**config.mk**
```make
export PLATFORM = sky130hd
export DESIGN_NAME = ad9866_gain_sequencer
export DESIGN_NICKNAME = d
export VERILOG_FILES = /design/src/rtl/ad9866_gain_sequencer.sv
export SDC_FILE = /design/constraint.sdc
export NUM_CORES = 1
export LEC_CHECK = 0
export ABC_AREA = 0
export BUFFER_PORTS_ARGS = -buffer_cell sky130_fd_sc_hd__buf_2
export CELL_PAD_IN_SITES_DETAIL_PLACEMENT = 0
export CELL_PAD_IN_SITES_GLOBAL_PLACEMENT = 1
export CORE_MARGIN = 1
export CORE_UTILIZATION = 43
export CTS_CLUSTER_DIAMETER = 40
export DETAILED_ROUTE_END_ITERATION = 12
export PLACE_DENSITY_LB_ADDON = 0.1
export SETUP_SLACK_MARGIN = 0.3
export SLEW_MARGIN = 20
export SYNTH_ARGS = -nofsm -noshare
export SYNTH_HDL_FRONTEND = slang
export SYNTH_SLANG_ARGS = --single-unit
export TNS_END_PERCENT = 10
```
**constraint.sdc**
```tcl
create_clock -name clk -period 2.7 [get_ports clk]
set_input_delay 0.54 -clock clk [delete_from_list [all_inputs] [get_ports clk]]
set_output_delay 0.54 -clock clk [all_outputs]
set_load 0.05 [all_outputs]
```
**src/rtl/ad9866_gain_sequencer.sv**
```systemverilog
// Gain-change sequencer feeding the AD9866 SPI controller: debounces host RX/TX gain codes and
// issues one request at a time, holding each until the SPI frame it triggers actually starts.
module ad9866_gain_sequencer #(
    parameter int HOLDOFF_CYCLES = 2048,
    parameter int STABLE_CYCLES  = 16,
    parameter int TIMEOUT_CYCLES = 255,
    parameter int GAP_CYCLES     = 4
) (
    input  logic       clk,
    input  logic       reset_n,
    input  logic [5:0] host_rx_gain,
    input  logic [5:0] host_tx_gain,
    input  logic       force_update,
    input  logic       sen_n,
    output logic       ext_rx_rqst,
    output logic [5:0] rx_gain,
    output logic       ext_tx_rqst,
    output logic [5:0] tx_gain,
    output logic       busy,
    output logic       timeout_err
);

    localparam logic [2:0] S_HOLDOFF = 3'd0;
    localparam logic [2:0] S_IDLE    = 3'd1;
    localparam logic [2:0] S_REQ_RX  = 3'd2;
    localparam logic [2:0] S_REQ_TX  = 3'd3;
    localparam logic [2:0] S_XFER    = 3'd4;
    localparam logic [2:0] S_GAP     = 3'd5;

    localparam int CNT_MAX = (HOLDOFF_CYCLES > TIMEOUT_CYCLES)
                           ? ((HOLDOFF_CYCLES > GAP_CYCLES) ? HOLDOFF_CYCLES : GAP_CYCLES)
                           : ((TIMEOUT_CYCLES > GAP_CYCLES) ? TIMEOUT_CYCLES : GAP_CYCLES);
    localparam int CW = $clog2(CNT_MAX + 1);
    localparam int SW = $clog2(STABLE_CYCLES + 1);

    logic [2:0]      state_reg, state_next;
    logic [CW-1:0]   cnt_reg, cnt_next;
    logic            cur_ch_reg, cur_ch_next;   // channel being / last served: 0 = RX, 1 = TX
    logic            seen_high_reg, seen_high_next;
    logic            timeout_set;
    logic            ext_rx_rqst_reg, ext_tx_rqst_reg, busy_reg, timeout_err_reg;
    logic [5:0]      rx_gain_reg, tx_gain_reg;

    logic [1:0][5:0] host_code;
    logic [1:0][5:0] issued_code;
    logic [1:0][5:0] capture_code;
    logic [1:0]      pending;
    logic            hold_exit, force_evt, in_req, accept;

    assign host_code   = {host_tx_gain, host_rx_gain};
    assign issued_code = {tx_gain_reg, rx_gain_reg};

    assign hold_exit = (state_reg == S_HOLDOFF) && (cnt_reg == CW'(HOLDOFF_CYCLES - 1));
    assign force_evt = force_update && (state_reg != S_HOLDOFF);
    assign in_req    = (state_reg == S_REQ_RX) || (state_reg == S_REQ_TX);
    // Only a high-to-low transition observed while requesting counts as our frame starting.
    assign accept    = in_req && !sen_n && seen_high_reg;

    genvar gi;
    generate
        for (gi = 0; gi < 2; gi++) begin : g_chan
            logic [5:0]    shadow_reg;
            logic [SW-1:0] stab_cnt_reg;
            logic [5:0]    capture_reg;
            logic [5:0]    sent_reg;
            logic          pending_reg;
            logic [5:0]    target;
            logic          stable_evt;
            logic          accept_ch;

            // Compare against the queued code while pending so a later change is recaptured.
            assign target     = pending_reg ? capture_reg : sent_reg;
            assign stable_evt = (host_code[gi] == shadow_reg)
                              && (stab_cnt_reg == SW'(STABLE_CYCLES - 1))
                              && (shadow_reg != target);
            assign accept_ch  = accept && (cur_ch_reg == gi[0]);

            always_ff @(posedge clk or negedge reset_n) begin
                if (!reset_n) begin
                    shadow_reg   <= '0;
                    stab_cnt_reg <= '0;
                    capture_reg  <= '0;
                    sent_reg     <= '0;
                    pending_reg  <= 1'b0;
                end else begin
                    if (host_code[gi] != shadow_reg) begin
                        shadow_reg   <= host_code[gi];
                        stab_cnt_reg <= '0;
                    end else if (stab_cnt_reg != SW'(STABLE_CYCLES)) begin
                        stab_cnt_reg <= stab_cnt_reg + 1'b1;
                    end
                    if (stable_evt || hold_exit || force_evt) begin
                        capture_reg <= shadow_reg;
                        pending_reg <= 1'b1;
                    end else if (accept_ch && (capture_reg == issued_code[gi])) begin
                        pending_reg <= 1'b0;
                    end
                    if (accept_ch) begin
                        sent_reg <= issued_code[gi];
                    end
                end
            end

            assign capture_code[gi] = capture_reg;
            assign pending[gi]      = pending_reg;
        end
    endgenerate

    always_comb begin
        state_next     = state_reg;
        cnt_next       = cnt_reg;
        cur_ch_next    = cur_ch_reg;
        seen_high_next = seen_high_reg;
        timeout_set    = 1'b0;
        case (state_reg)
            S_HOLDOFF: begin
                if (hold_exit) begin
                    state_next = S_IDLE;
                    cnt_next   = '0;
                end else begin
                    cnt_next = cnt_reg + 1'b1;
                end
            end
            S_IDLE: begin
                cnt_next       = '0;
                seen_high_next = 1'b0;
                if (pending[0] && (!pending[1] || cur_ch_reg)) begin
                    state_next  = S_REQ_RX;
                    cur_ch_next = 1'b0;
                end else if (pending[1]) begin
                    state_next  = S_REQ_TX;
                    cur_ch_next = 1'b1;
                end
            end
            S_REQ_RX, S_REQ_TX: begin
                seen_high_next = seen_high_reg | sen_n;
                if (accept) begin
                    state_next = S_XFER;
                end else if (cnt_reg == CW'(TIMEOUT_CYCLES - 1)) begin
                    state_next  = S_GAP;
                    cnt_next    = '0;
                    timeout_set = 1'b1;
                end else begin
                    cnt_next = cnt_reg + 1'b1;
                end
            end
            S_XFER: begin
                if (sen_n) begin
                    state_next = S_GAP;
                    cnt_next   = '0;
                end
            end
            S_GAP: begin
                if (cnt_reg == CW'(GAP_CYCLES - 1)) begin
                    state_next = S_IDLE;
                    cnt_next   = '0;
                end else begin
                    cnt_next = cnt_reg + 1'b1;
                end
            end
            default: begin
                state_next = S_HOLDOFF;
                cnt_next   = '0;
            end
        endcase
    end

    always_ff @(posedge clk or negedge reset_n) begin
        if (!reset_n) begin
            state_reg       <= S_HOLDOFF;
            cnt_reg         <= '0;
            cur_ch_reg      <= 1'b1;
            seen_high_reg   <= 1'b0;
            ext_rx_rqst_reg <= 1'b0;
            ext_tx_rqst_reg <= 1'b0;
            rx_gain_reg     <= '0;
            tx_gain_reg     <= '0;
            busy_reg        <= 1'b0;
            timeout_err_reg <= 1'b0;
        end else begin
            state_reg       <= state_next;
            cnt_reg         <= cnt_next;
            cur_ch_reg      <= cur_ch_next;
            seen_high_reg   <= seen_high_next;
            ext_rx_rqst_reg <= (state_next == S_REQ_RX);
            ext_tx_rqst_reg <= (state_next == S_REQ_TX);
            busy_reg        <= (state_next != S_IDLE);
            timeout_err_reg <= timeout_err_reg | timeout_set;
            // Gains are loaded only when a request is raised, so they stay frozen through XFER.
            if ((state_reg == S_IDLE) && (state_next == S_REQ_RX)) begin
                rx_gain_reg <= capture_code[0];
            end
            if ((state_reg == S_IDLE) && (state_next == S_REQ_TX)) begin
                tx_gain_reg <= capture_code[1];
            end
        end
    end

    assign ext_rx_rqst = ext_rx_rqst_reg;
    assign ext_tx_rqst = ext_tx_rqst_reg;
    assign rx_gain     = rx_gain_reg;
    assign tx_gain     = tx_gain_reg;
    assign busy        = busy_reg;
    assign timeout_err = timeout_err_reg;

endmodule

```
### After elaboration in Yosys (flattened, before gate mapping)

Cells that the tools add are included.
Widths: inputs -> output; s select.

| storage, ports and cells | value |
|---|---|
| register bits | 81 |
| input port bits | 16 |
| output and inout bits | 16 |
| word-level logic and storage cells | 115 |

| cells by class | value |
|---|---|
| $add $sub $neg | 3 |
| eq/ne operators | 25 |
| mux-type cells | 30 |
| bitwise gates (word level) | 3 |
| reduce and logical (&&, ||, !) cells | 34 |

Operators with widths:

| kind | count |
|---|---|
| $mux 12 | 5 |
| $pmux 12 s4 | 1 |
| $eq 6x6->1 | 4 |
| $ne 6x6->1 | 4 |
| $mux 3 | 7 |
| $mux 5 | 4 |
| $logic_and 1x1->1 | 15 |
| $pmux 3 s5 | 1 |
| $add 12x1->12 const B | 1 |
| $eq 12x11->1 const B | 1 |
| $eq 12x2->1 const B | 1 |
| $eq 12x8->1 const B | 1 |
| $eq 3x2->1 const B | 4 |
| $mux 6 | 2 |
| $reduce_bool 2->1 | 6 |
| $add 5x1->5 const B | 2 |
| $eq 5x4->1 const B | 2 |
| $ne 5x5->1 const B | 2 |
| $mux 1 | 9 |
| $eq 3x3->1 const B | 2 |
| $logic_or 1x1->1 | 6 |
| $ne 2x2->1 const B | 2 |
| $reduce_and 2->1 | 2 |
| $eq 3x1->1 const B | 1 |
| 8 further kinds | 10 |

### Longest topological paths before layout

Gate-level depths: netlist of the first run.

| logic depth | value |
|---|---|
| word-level depth | 8 |
| mapped depth | 8 |
| gate-level depth less buffers | 7 |

### Worst setup path before layout of the first run

No wires, ideal clock.

| timing path | value |
|---|---|
| path type | reg-to-reg |
| from | register cnt_reg[0] |
| to | register g_chan[0].capture_reg[0] |
| setup time | 0.130 ns |
| data arrival time | 1.969 ns |
| data required time | 2.570 ns |
| slack | 0.602 ns |
| stages on the path, launching flop included | 9 |
| path buffers | 2 |
| period minus slack after synthesis | 2.098 ns |
| path through | dfrtp_1 ha_1 clkbuf_1 nor4b_1 and4_4 or4_1 clkbuf_1 o211ai_1 o31ai_1 |

| between the ends | value |
|---|---|
| longest elaborated chain between the ends | 4 |

Ends and longest elaborated chain:

| what | RTL line | text |
|---|---|---|
| start: declaration | 37 | `logic [CW-1:0] cnt_reg, cnt_next;` |
| start signal: assignment | 182 | `cnt_reg <= cnt_next;` |
| $eq 12x11->1 | 53 | `assign hold_exit = (state_reg == S_HOLDOFF) && (cnt_reg == CW'(HOLDOFF_CYCLES - 1));` |
| $logic_and 1x1->1 | 53 |  |
| $logic_or 1x1->1 (2 in a row) | 92 | `if (stable_evt \|\| hold_exit \|\| force_evt) begin` |
| end signal: assignment | 93 | `capture_reg <= shadow_reg;` |
| end: declaration | 64 | `logic [5:0] capture_reg;` |

No other way between the ends.
A chain may end at the register's enable or synchronous reset.

### Worst setup path after layout of the first run

| timing path | value |
|---|---|
| from | register cnt_reg[0] |
| to | register g_chan[0].capture_reg[2] |

The elaborated chain is that of the path after synthesis.

==> results of run 1 <==
==> power breakdown <==
group,switching [W],internal (W),leakage (nW),total [W]
Clock,0.000462,0.000389,0.0924,0.000851
Combinational,0.000994,0.000697,1.04,0.00169
Sequential,0.000349,0.00154,1.03,0.00189
==> area by class of cell <==
| class | count | area (um2) | area share, % |
|---|---|---|---|
| Timing Repair Buffer | 36 | 208 | 4.45 |
| Tap cell | 129 | 161 | 3.46 |
| Clock inverter | 5 | 37.5 | 0.804 |
| Multi-Input combinational cell | 254 | 2000 | 42.8 |
| Sequential cell | 81 | 2030 | 43.4 |
| Inverter | 23 | 86.3 | 1.85 |
| Clock buffer | 11 | 151 | 3.24 |
==> layer usage <==
layer	GRT usage [%]	vias to the layer above	routed length (um)
met5	0	-	0
met4	7.80	0	143
met3	4.44	12	255
met2	28.6	42	3860
met1	23.9	1398	3950
li1	-	1384	-
==> cells in the mapped netlist (all sizes together), types with 3 or more instances <==
| master | instances |
|---|---|
| nand2 | 7 |
| o211ai | 12 |
| clkbuf | 18 |
| o21ai | 8 |
| nand3 | 9 |
| or2 | 3 |
| nor3b | 3 |
| nor2 | 22 |
| and3 | 7 |
| xnor2 | 15 |
| nor3 | 6 |
| o31ai | 13 |
| xor2 | 35 |
| buf | 7 |
| ha | 8 |
| a211o | 4 |
| a21oi | 6 |
| dfrtp | 80 |
| nor4b | 5 |
| nand2b | 6 |
| nand4 | 11 |
| mux2i | 14 |
| inv | 23 |
| or4 | 3 |
| mux2 | 24 |
| and2 | 5 |
| nor4 | 4 |
| a21o | 3 |
==> stage by stage <==
step | std cells | total power, W | hold WS, ns | utilization, %
final | 539 | 0.00443 | 0.143 | 49.8
after global routing | 539 | 0.00474 | 0.173 | 49.8
after CTS | 539 | 0.00450 | 0.140 | 49.8
after detailed placement | 523 | 0.00362 | 0.495 | 47.8
after global placement | 523 | 0.00361 | 0.489 | 47.8
after floorplan | 383 | 0.00320 | 0.244 | -
==> cells in the final DEF, fill, tap and decap left out, types with 3 or more instances in the layout <==
| cell type | Yosys | routed |
|---|---|---|
| buf_4 | 1 | 5 |
| a211o_1 | 4 | 4 |
| mux2_2 | 24 | 24 |
| xnor2_1 | 15 | 15 |
| and3_1 | 7 | 7 |
| nor2_1 | 22 | 22 |
| xor2_1 | 35 | 35 |
| and2_1 | 4 | 4 |
| or2_2 | 3 | 3 |
| a21o_1 | 3 | 3 |
| nand3_1 | 8 | 8 |
| nor4_1 | 3 | 3 |
| clkbuf_8 | 0 | 11 |
| inv_1 | 23 | 23 |
| mux2i_1 | 14 | 14 |
| nand2_1 | 7 | 7 |
| nor3_1 | 5 | 5 |
| dfrtp_1 | 80 | 80 |
| o21ai_0 | 8 | 8 |
| buf_2 | 6 | 30 |
| a21oi_1 | 5 | 5 |
| o31ai_1 | 13 | 13 |
| nor4b_1 | 5 | 5 |
| o211ai_1 | 12 | 12 |
| nand4_1 | 11 | 11 |
| nand2b_1 | 5 | 5 |
| ha_1 | 8 | 8 |
==> kinds of logic after synthesis <==
family          Yosys count
mux                      38
flops                    81
xor+xnor                 50
fa+ha+maj                 8
compound gates           55
buf+inv                  48
simple gates            103
==> final timing paths <==
path / slack, ns / to / depth (start not counted) / start
setup / recovery: 0.45 / g_chan[0].capture_reg[2] / 6 / cnt_reg[0]
hold / removal: 0.14 / cnt_reg[2] / 1 / reset_n
setup reg to reg: 0.45 / g_chan[0].capture_reg[2] / 6 / cnt_reg[0]
hold reg to reg: 0.51 / g_chan[1].sent_reg[0] / 1 / g_chan[1].sent_reg[0]
max in group asynchronous: 1.94 / g_chan[0].stab_cnt_reg[1] / 2 / reset_n
min in group clk: 0.30 / g_chan[1].shadow_reg[2] / 1 / host_tx_gain[2]
==> repair_timing <==
item                                    4_1_cts  5_1_grt
gates resized for setup                       0        1
hold buffers                                  0        0
endpoints found under the setup margin        0        1
==> impl_results.md, run 1 <==
* Total grt overflow at 0
* Root buffer cell: clkbuf_8
* Ant. Diodes at 0
* Chip width at between 100 and 150 um
* Mapped Nets at between 400 and 500
* PwrDens at approximately 950 nW/um2
* Share of layout cells above drive strength 1 at 22.4%
* Crit path largest cell delay at ~0.64 ns
* GRT Resource Usage Total at around 18%
* CP Data Required Time at between 2 and 3 ns
* IO Pins at 32
* Critical path buffers and inverters at 0
* DR pass1 iterations at 4
* CP arrival at roughly 2.5 ns
* Worst setup EP type: flop
* Max cap viols at 0
* Startpoint Class: flop
* Clock skew at around 0.013 ns
* Mux cell area share after synthesis at ~10%
* Clk_lat worst skew at roughly 0.37 ns
* Status: finished, final reports clean
* Die ar. at approximately 10,000 um2
* Compound-cell area share of the yosys netlist at 9.83%
* Post-synthesis xor/xnor area fraction at roughly a tenth
* Sequential-to-total area share from yosys stat at around half
* Fin Setup TNS at 0 ns
* Critical-path top delay cell: or4_1
* Mapped cell area at approximately 4200 um2
* Crit-path max FO at 9
* Worst min path class: input port to async pin
* EDFF count, synth at 0
* FFs w/ async S/R, synth at 100%
* Max VDD drop at a little over 0.5 mV
* CTS tree: yes
* DRC viols at 0
* Antenna-violating nets left at 0
* Gp weighted congestion at between 0.7 and 0.8
* Fmax at 0.444 GHz
* Vias per Instance at 5.26
* Syn avg cell area at about 11 um2
* Finish-stage setup viols at 0
* Die H at ~100 um
* Top FF cell, synth: dfrtp_1
* Rows at 35
* Slew Limit Fails at 0
* Largest family of logic cells by synthesized area: simple AND/OR/NAND/NOR gates
* Number of global-route vias before repair at between 2,000 and 3,000
* DRT Wirelength at between 8000 and 9000 um
* Final worst-path cycle share at between 80 and 90%
* YS warnings at 0
* RSZ-0062 raised after global routing: no
* Slew margin rel. at a little over two fifths
* #FFs+latches synth at around 80
* CTS max path bufs at 2
* Largest net degree at the start of global routing at 44
* Share of the synthesized area in the top cell type at a little under half
* Post-CTS Setup Bufs at 0
* Area growth syn-to-layout at 10.8%
* Delay-heaviest family, CP: simple AND/OR/NAND/NOR gates
* Biggest area consumer among synthesized cells: dfrtp_1
* Reg clk slew, reported paths at about 0.090 ns
* Tightest Pin Transition at roughly 0.85 ns
* Placed wire-length estimate at 5910 um
* PortBufs at 31
* Global-route wire length before repair at roughly 14,000 um
* Critical path class: flop to flop
* Adder-Cell Fraction of Synth Area at around 2.4%
* Hold Violations, Final at 0
* Final #Nets at roughly 430
* Pleak at between 2 and 2.5 nW
* Critical-path cell list: ha_1 > nor4b_1 > and4_4 > or4_1 > o211ai_1 > o31ai_1
* Synth Area in Simple Gates at 15.0%
* Filler cell count at about 900
* Period minus WS final at between 2 and 2.5 ns
* H-tree Lvls at 3
* Final design instance area without fill at ~4700 um2
* Gate Count Post-Synth at 383
* Vias at around 2,800
* Initial Utilization at approximately 45%
* DP Area at 4480 um2
* Final Worst Setup Slack at between 0.4 and 0.5 ns
* DR iter-0 viols at slightly below 90
* Wire per inst at between 15 and 20 um
* CTS Buf Count at 9
* Clk sinks at 81
* Place WS at about 0.45 ns
* Largest cells by area after synthesis: dfrtp_1, xor2_1, mux2_2
* Initial antenna violation count at 0
* Unique masters post-synth at 55
* Std-Cell Core Area at 9370 um2
No activity file was read; power rests on OpenSTA's default activity.
==> inputs of run 2 (changes only) <==
clock period = 1.8 ns   (was 2.7 ns; I/O delays follow)
==> run 2 against run 1 <==
Routed wire length increased by 11%. Maximum frequency increased by 12%. The flow now finishes with violations (setup timing). Clock skew decreased by 0.0028 ns. Die area unchanged. Flip-flop and latch count unchanged. Largest cell class is now multi-input gates. Highest routed layer unchanged.
==> impl_results.md, run 2 (synthesis gave the netlist of run 1 again) <==
* RSZ-0062 raised after global routing: yes
* Largest net degree at the start of global routing at 45
* CP arrival at ~2.3 ns
* Commonest non-fill, non-tap cell in the layout: dfrtp_1
* GRT Resource Usage Total at 19.7%
* Vias at 3,088
* Net Switching at 0.00291 W
* Die ar. at ~10,000 um2
* Startpoint Class: flop
* Worst min path class: input port to flop
* Fmax at roughly 0.5 GHz
* Crit path largest cell delay at 0.43 ns
* Root buffer cell: clkbuf_8
* Slew margin rel. at 67.5%
* H-tree Lvls at 3
* Combinational group share of total power at 44.0%
* Max cap viols at 0
* Status: finished, violations left
* Rows at 35
* Area growth syn-to-layout at 27.7%
* CP Data Required Time at 2.04 ns
* Clk_lat worst skew at ~0.36 ns
* Number of global-route vias before repair at between 3,000 and 4,000
* Gp weighted congestion at between 0.8 and 0.9
* Vias per Instance at ~5.1
* DRT Wirelength at 9130 um
* Chip width at about 100 um
* CTS max path bufs at 2
* Crit-path max FO at 7
* CTS Buf Count at 9
* Critical-path cell list: and4_1 > nand4_1 > or3_4 > a21oi_4 > mux2_2
* Slew Limit Fails at 0
* DR pass1 iterations at 4
* Final worst-path cycle share at 112%
* Die H at 101 um
* Critical path class: flop to flop
* Initial antenna violation count at 0
* Worst setup EP type: flop
* Max VDD drop at 0.703 mV
* DRC viols at 0
* Global-route wire length before repair at about 15,000 um
* Metal-1 WL at 4430 um
* DR iter-0 viols at between 80 and 90
* PwrDens at between 1000 and 1500 nW/um2
* Share of layout cells above drive strength 1 at around 39%
* Std-Cell Core Area at 9370 um2
* Sequential share of power at 37.0%
* Antenna-violating nets left at 0
* Wire per inst at roughly 15 um
* Final #Nets at 494
* Internal cell power at roughly 0.0045 W
* Commonest cells after routing, fill and taps aside: dfrtp_1, buf_4, xor2_1
* Period minus WS final at a little over 2 ns
* Clock skew at ~0.01 ns
* IO Pins at 32
* Max layer used: met4
* Initial Utilization at 45.0%
* Clock power share at between 10% and 20%
* Violated checks: setup timing
* Worst Hold Slack at between 0.1 and 0.15 ns
* Pleak at between 2 and 3 nW
* Reg clk slew, reported paths at 0.09 ns
* Critical-path top delay cell: dfrtp_1
* Final Worst Setup Slack at -0.220 ns
* WL met2 at between 4000 and 5000 um
* Placed wire-length estimate at around 6800 um
* PortBufs at 31
* CTS tree: yes
* Clk sinks at 81
* Core Util, Final at between 50 and 60%
* Hold Violations, Final at 0
* Switching Share at 39.2%
* Met3 Routed Length at ~190 um
* Finish-stage setup viols at 32
* Ant. Diodes at 0
* Tightest Pin Transition at 0.483 ns
* Total grt overflow at 0
## run 2: changes by cell type in the layout (fill, tap and decap cells not counted), sizes merged
cell         previous run  this run
buf                    36       100
bufinv                  0         1
clkinv                  1         2
clkinvlp                2         1
inv                    25        24
dlygate4sd3             0         1
## run 2: cell type report
class / instances / area (um2)
well taps: 129 / 161
clock buffers: 11 / 141
multi-input cells: 254 / 2160
clock inverters: 5 / 63.8
flip-flops and latches: 81 / 2030
inverters: 23 / 93.8
repair buffers: 101 / 732
fillers: 841 / 3990
## run 2: worst paths after layout
kind	slack [ns]	from	end	cells past startpoint
setup / recovery	-0.22	cnt_reg[3]	tx_gain[5]	5
hold / removal	0.12	host_tx_gain[2]	g_chan[1].shadow_reg[2]	1
setup reg to reg	-0.22	cnt_reg[3]	tx_gain[5]	5
hold reg to reg	0.47	timeout_err	timeout_err	1
max in group asynchronous	0.73	reset_n	cur_ch_reg	3
min in group asynchronous	0.44	reset_n	cnt_reg[3]	2
## run 2: routing by layer
metal  vias to the layer above  track usage (%)
met5                         -                0
met4                         0             8.03
met3                        15             2.77
met2                        42             32.6
met1                      1509             26.1
li1                       1522                -
## run 2: power by group through the flow
stage / clock network (W) / logic, W / registers (W)
floorplan: 0 / 0.00169 / 0.00319
finish: 0.00140 / 0.00326 / 0.00274
global placement: 0 / 0.00311 / 0.00276
global route: 0.00149 / 0.00356 / 0.00282
detailed placement: 0 / 0.00315 / 0.00277
CTS: 0.00143 / 0.00324 / 0.00274
## run 2: critical path, delay by kind of cell, from the launching register on
family | cells | cell delay, ns
AOI/OAI and AO/OA | 1 | 0.25
DFF | 1 | 0.43
muxes | 1 | 0.37
and+or+nand+nor | 3 | 0.83
## run 2: timing repair
item,4_1_cts,5_1_grt
hold endpoints to repair,20,0
resized for setup,19,29
gates cloned,0,0
pin swaps,7,13
buffers inserted,1,2
endpoints found under the setup margin,56,64
hold buffers,1,0
## run 2: through the flow
| stage | setup WS, ns | instances | cell area [um2] | setup TNS, ns | total power [W] |
|---|---|---|---|---|---|
| floorplan | -0.190 | 383 | 4260 | -3.63 | 0.00487 |
| global placement | -0.212 | 584 | 4960 | -5.10 | 0.00587 |
| finish | -0.220 | 604 | 5380 | -3.67 | 0.00741 |
| CTS | -0.236 | 602 | 5250 | -4.27 | 0.00741 |
| global route | -0.313 | 604 | 5380 | -7.21 | 0.00787 |
| detailed placement | -0.280 | 584 | 4960 | -6.89 | 0.00592 |
==> inputs of run 3 (changes only) <==
ABC_AREA = 1   (was 0)
CORE_UTILIZATION = 41   (was 43)
==> run 3 against run 2 <==
The flow now finishes without violations. Die area is 8.8% higher. Register-to-register slack better by 0.41 ns. Synthesized area is 3.9% higher. Maximum frequency is 26% higher. Cell count is 26% higher. Combinational power is 93% lower. Total power is 50% lower. Global-route usage is 0.56 points lower. First-iteration DRC count is 59% higher. Largest power group is now registers. Sequential power is 31% lower. Non-clock buffer count is 28 lower. Largest cell class unchanged.
==> impl_results.md, run 3 <==
* Status: finished, final reports clean
* Number of global-route vias before repair at between 3,000 and 4,000
* DR iter-0 viols at between 100 and 150
* Critical path class: flop to flop
* Max cap viols at 0
* #FFs+latches synth at 81
* DRC viols at 0
* Vias at approximately 3,600
* Hold EP: g_chan[1].shadow_reg[4]
* Reg clk slew, reported paths at approximately 0.090 ns
* Initial antenna violation count at 0
* Wire per inst at around 13 um
* Startpoint Class: flop
* Clock skew at 0.0136 ns
* EDFF count, synth at 0
* Cells after DPL at 713
* Clk_lat worst skew at ~0.37 ns
* Internal cell power at 0.00285 W
* Chip width at 105 um
* Biggest area consumer among synthesized cells: dfrtp_1
* Total grt overflow at 0
* PwrDens at 676 nW/um2
* DRT Wirelength at ~10000 um
* Slew margin rel. at between 70 and 80%
* Share of the synthesized area in the top cell type at about 46%
* Commonest non-fill, non-tap cell in the layout: nand2_1
* Vias per Instance at about 4.8
* Mapped cell area at between 4000 and 5000 um2
* Clock power share at ~43%
* Area growth syn-to-layout at 25.8%
* M2 GR Usage at 30.3%
* DP Area at ~4700 um2
* Sequential-to-total area share from yosys stat at a little under half
* Met1 Track Usage GR at ~26%
* Overall power at around 0.0037 W
* List of most frequent post-synthesis cells: nand2_1, dfrtp_1, inv_1
* Top FF cell, synth: dfrtp_1
* Slew Limit Fails at 0
* Clk sinks at 81
* Fmax at between 0.6 and 0.7 GHz
* Gp weighted congestion at between 0.7 and 0.8
* Fin cells at 762
* Worst setup EP type: flop
* Switching Share at 23.3%
* RSZ-0062 raised after global routing: yes
* GRT Resource Usage Total at a little under a fifth
* Root buffer cell: clkbuf_8
* Mapped Nets at 577
* CP Data Required Time at ~2.1 ns
* PortBufs at 31
* Net Switching at about 0.00087 W
* Placed wire-length estimate at roughly 7000 um
* DR pass1 iterations at 4
* Ant. Diodes at 0
* Commonest cells after routing, fill and taps aside: nand2_1, dfrtp_1, inv_1
* Std-Cell Core Area at 10,300 um2
* Reg-to-reg endpoint: g_chan[1].capture_reg[4]
* CP arrival at approximately 1.9 ns
* Max VDD drop at 0.286 mV
* Tightest Pin Transition at 0.413 ns
* Worst Setup SP: cnt_reg[1]
* Final worst-path cycle share at ~89%
* Sequential share of power at 50.9%
* Period minus WS final at ~1.6 ns
* Syn avg cell area at just under 8 um2
* HP Start: host_tx_gain[4]
* Most numerous cell in the Yosys netlist: nand2_1
* Initial Utilization at between 40% and 50%
* YS warnings at 0
* Finish-stage setup viols at 0
* FFs w/ async S/R, synth at 100%
* H-tree Lvls at 3
* Largest net degree at the start of global routing at 37
* R2r worst-path depth at 10
* Die H at 105 um
* Share of layout cells above drive strength 1 at a little over a quarter
* Die ar. at approximately 11,000 um2
* CTS max path bufs at 2
* Final #Nets at ~650
* Crit-path max FO at 5
* Hold Violations, Final at 0
* Critical R2R Launch: cnt_reg[1]
* Hold Path Depth at 1
* Largest cells by area after synthesis: dfrtp_1, nand2_1, nand3_1
* Met3 usage in global routing at about 3.3%
* Antenna-violating nets left at 0
* Pleak at about 2.7 nW
* Gate Count Post-Synth at approximately 550
* CTS Buf Count at 9
* Final design instance area without fill at 5510 um2
* Rows at 37
* IO Pins at 32
* Worst min path class: input port to flop
* Global-route wire length before repair at roughly 16,000 um
* CTS tree: yes
* Worst Hold Slack at between 0.1 and 0.15 ns
* Combinational group share of total power at between 5 and 6%
* GR peak layer: met2
* Unique masters post-synth at 37
* Fin Setup TNS at 0 ns
* R2r setup slk at 0.19 ns
-- run 3: cell count changes after synthesis, moves of 9 or more --
cell | before | now
inv_1 | 23 | 53
inv_2 | 0 | 9
mux2_2 | 24 | 1
mux2i_1 | 14 | 0
nand2_1 | 7 | 181
nand2_2 | 0 | 11
nand3_1 | 8 | 45
nor2_1 | 22 | 46
o211ai_1 | 12 | 0
o31ai_1 | 13 | 0
xnor2_1 | 15 | 6
xor2_1 | 35 | 22
-- run 3: what timing repair did --
item | 4_1_cts | 5_1_grt
buffers inserted | 12 | 19
pin swaps | 12 | 30
gates resized for setup | 17 | 54
setup endpoints to repair | 37 | 51
hold buffers | 1 | 0
hold endpoints to repair | 26 | 0
gates cloned | 1 | 1
-- run 3: how the worst max path moves through the flow --
stage                               end  slack, ns
2_1_floorplan  g_chan[0].capture_reg[1]       0.32
3_3_place_gp                 rx_gain[1]       0.10
3_5_place_dp                 rx_gain[0]       0.08
4_1_cts                      cnt_reg[2]       0.20
5_1_grt                      rx_gain[5]       0.11
6_report       g_chan[1].capture_reg[4]       0.19
-- run 3: critical path, cell delays in order (launching register included) --
cell and delay [ns]:
dfrtp_2 0.42, ha_4 0.16, inv_4 0.04, nor2_4 0.10
nand2_4 0.08, o21ai_4 0.22, o21ai_4 0.11, buf_12 0.15
buf_6 0.11, nand3_1 0.07, nand2_1 0.05
-- run 3: per-stage QoR --
| step | util (%) | setup slack [ns] |
|---|---|---|
| 6_report | 53.3 | 0.191 |
| 4_1_cts | 49.7 | 0.198 |
| 3_3_place_gp | 45.7 | 0.103 |
| 2_1_floorplan | - | 0.318 |
| 3_5_place_dp | 45.7 | 0.0813 |
| 5_1_grt | 53.3 | 0.107 |
-- run 3: layout make-up --
class	instances	area (um2)
inverters	63	256
clock buffers	10	128
repair buffers	73	561
clock inverters	5	105
multi-input cells	394	2250
flip-flops and latches	81	2040
well taps	136	170
fillers	983	4820
-- run 3: kinds of logic after synthesis --
| kind of cell | count (synthesis) | share of synthesized area, % |
|---|---|---|
| AOI/OAI and AO/OA | 35 | 4.83 |
| xor gates and xnor gates | 28 | 5.60 |
| muxes | 1 | 0.257 |
| buffers and inverters | 80 | 7.46 |
| and+or+nand+nor | 320 | 33.2 |
| adders and majority gates | 8 | 2.29 |
| DFF | 81 | 46.3 |
-- run 3: metal layers --
metal | vias to the layer above | routed length, um | part of all wire, %
met3 | 14 | 214 | 2.1
met4 | 0 | 213 | 2.1
met5 | - | 0 | 0
met2 | 32 | 4660 | 47
met1 | 1717 | 4910 | 49
li1 | 1870 | - | -
-- run 3: power by group through the flow --
stage | sequential (W) | clock, W | combinational [W]
2_1_floorplan | 0.00191 | 0 | 0.000123
3_3_place_gp | 0.00193 | 0 | 0.000197
3_5_place_dp | 0.00193 | 0 | 0.000200
4_1_cts | 0.00190 | 0.00166 | 0.000203
5_1_grt | 0.00190 | 0.00173 | 0.000257
6_report | 0.00189 | 0.00161 | 0.000218
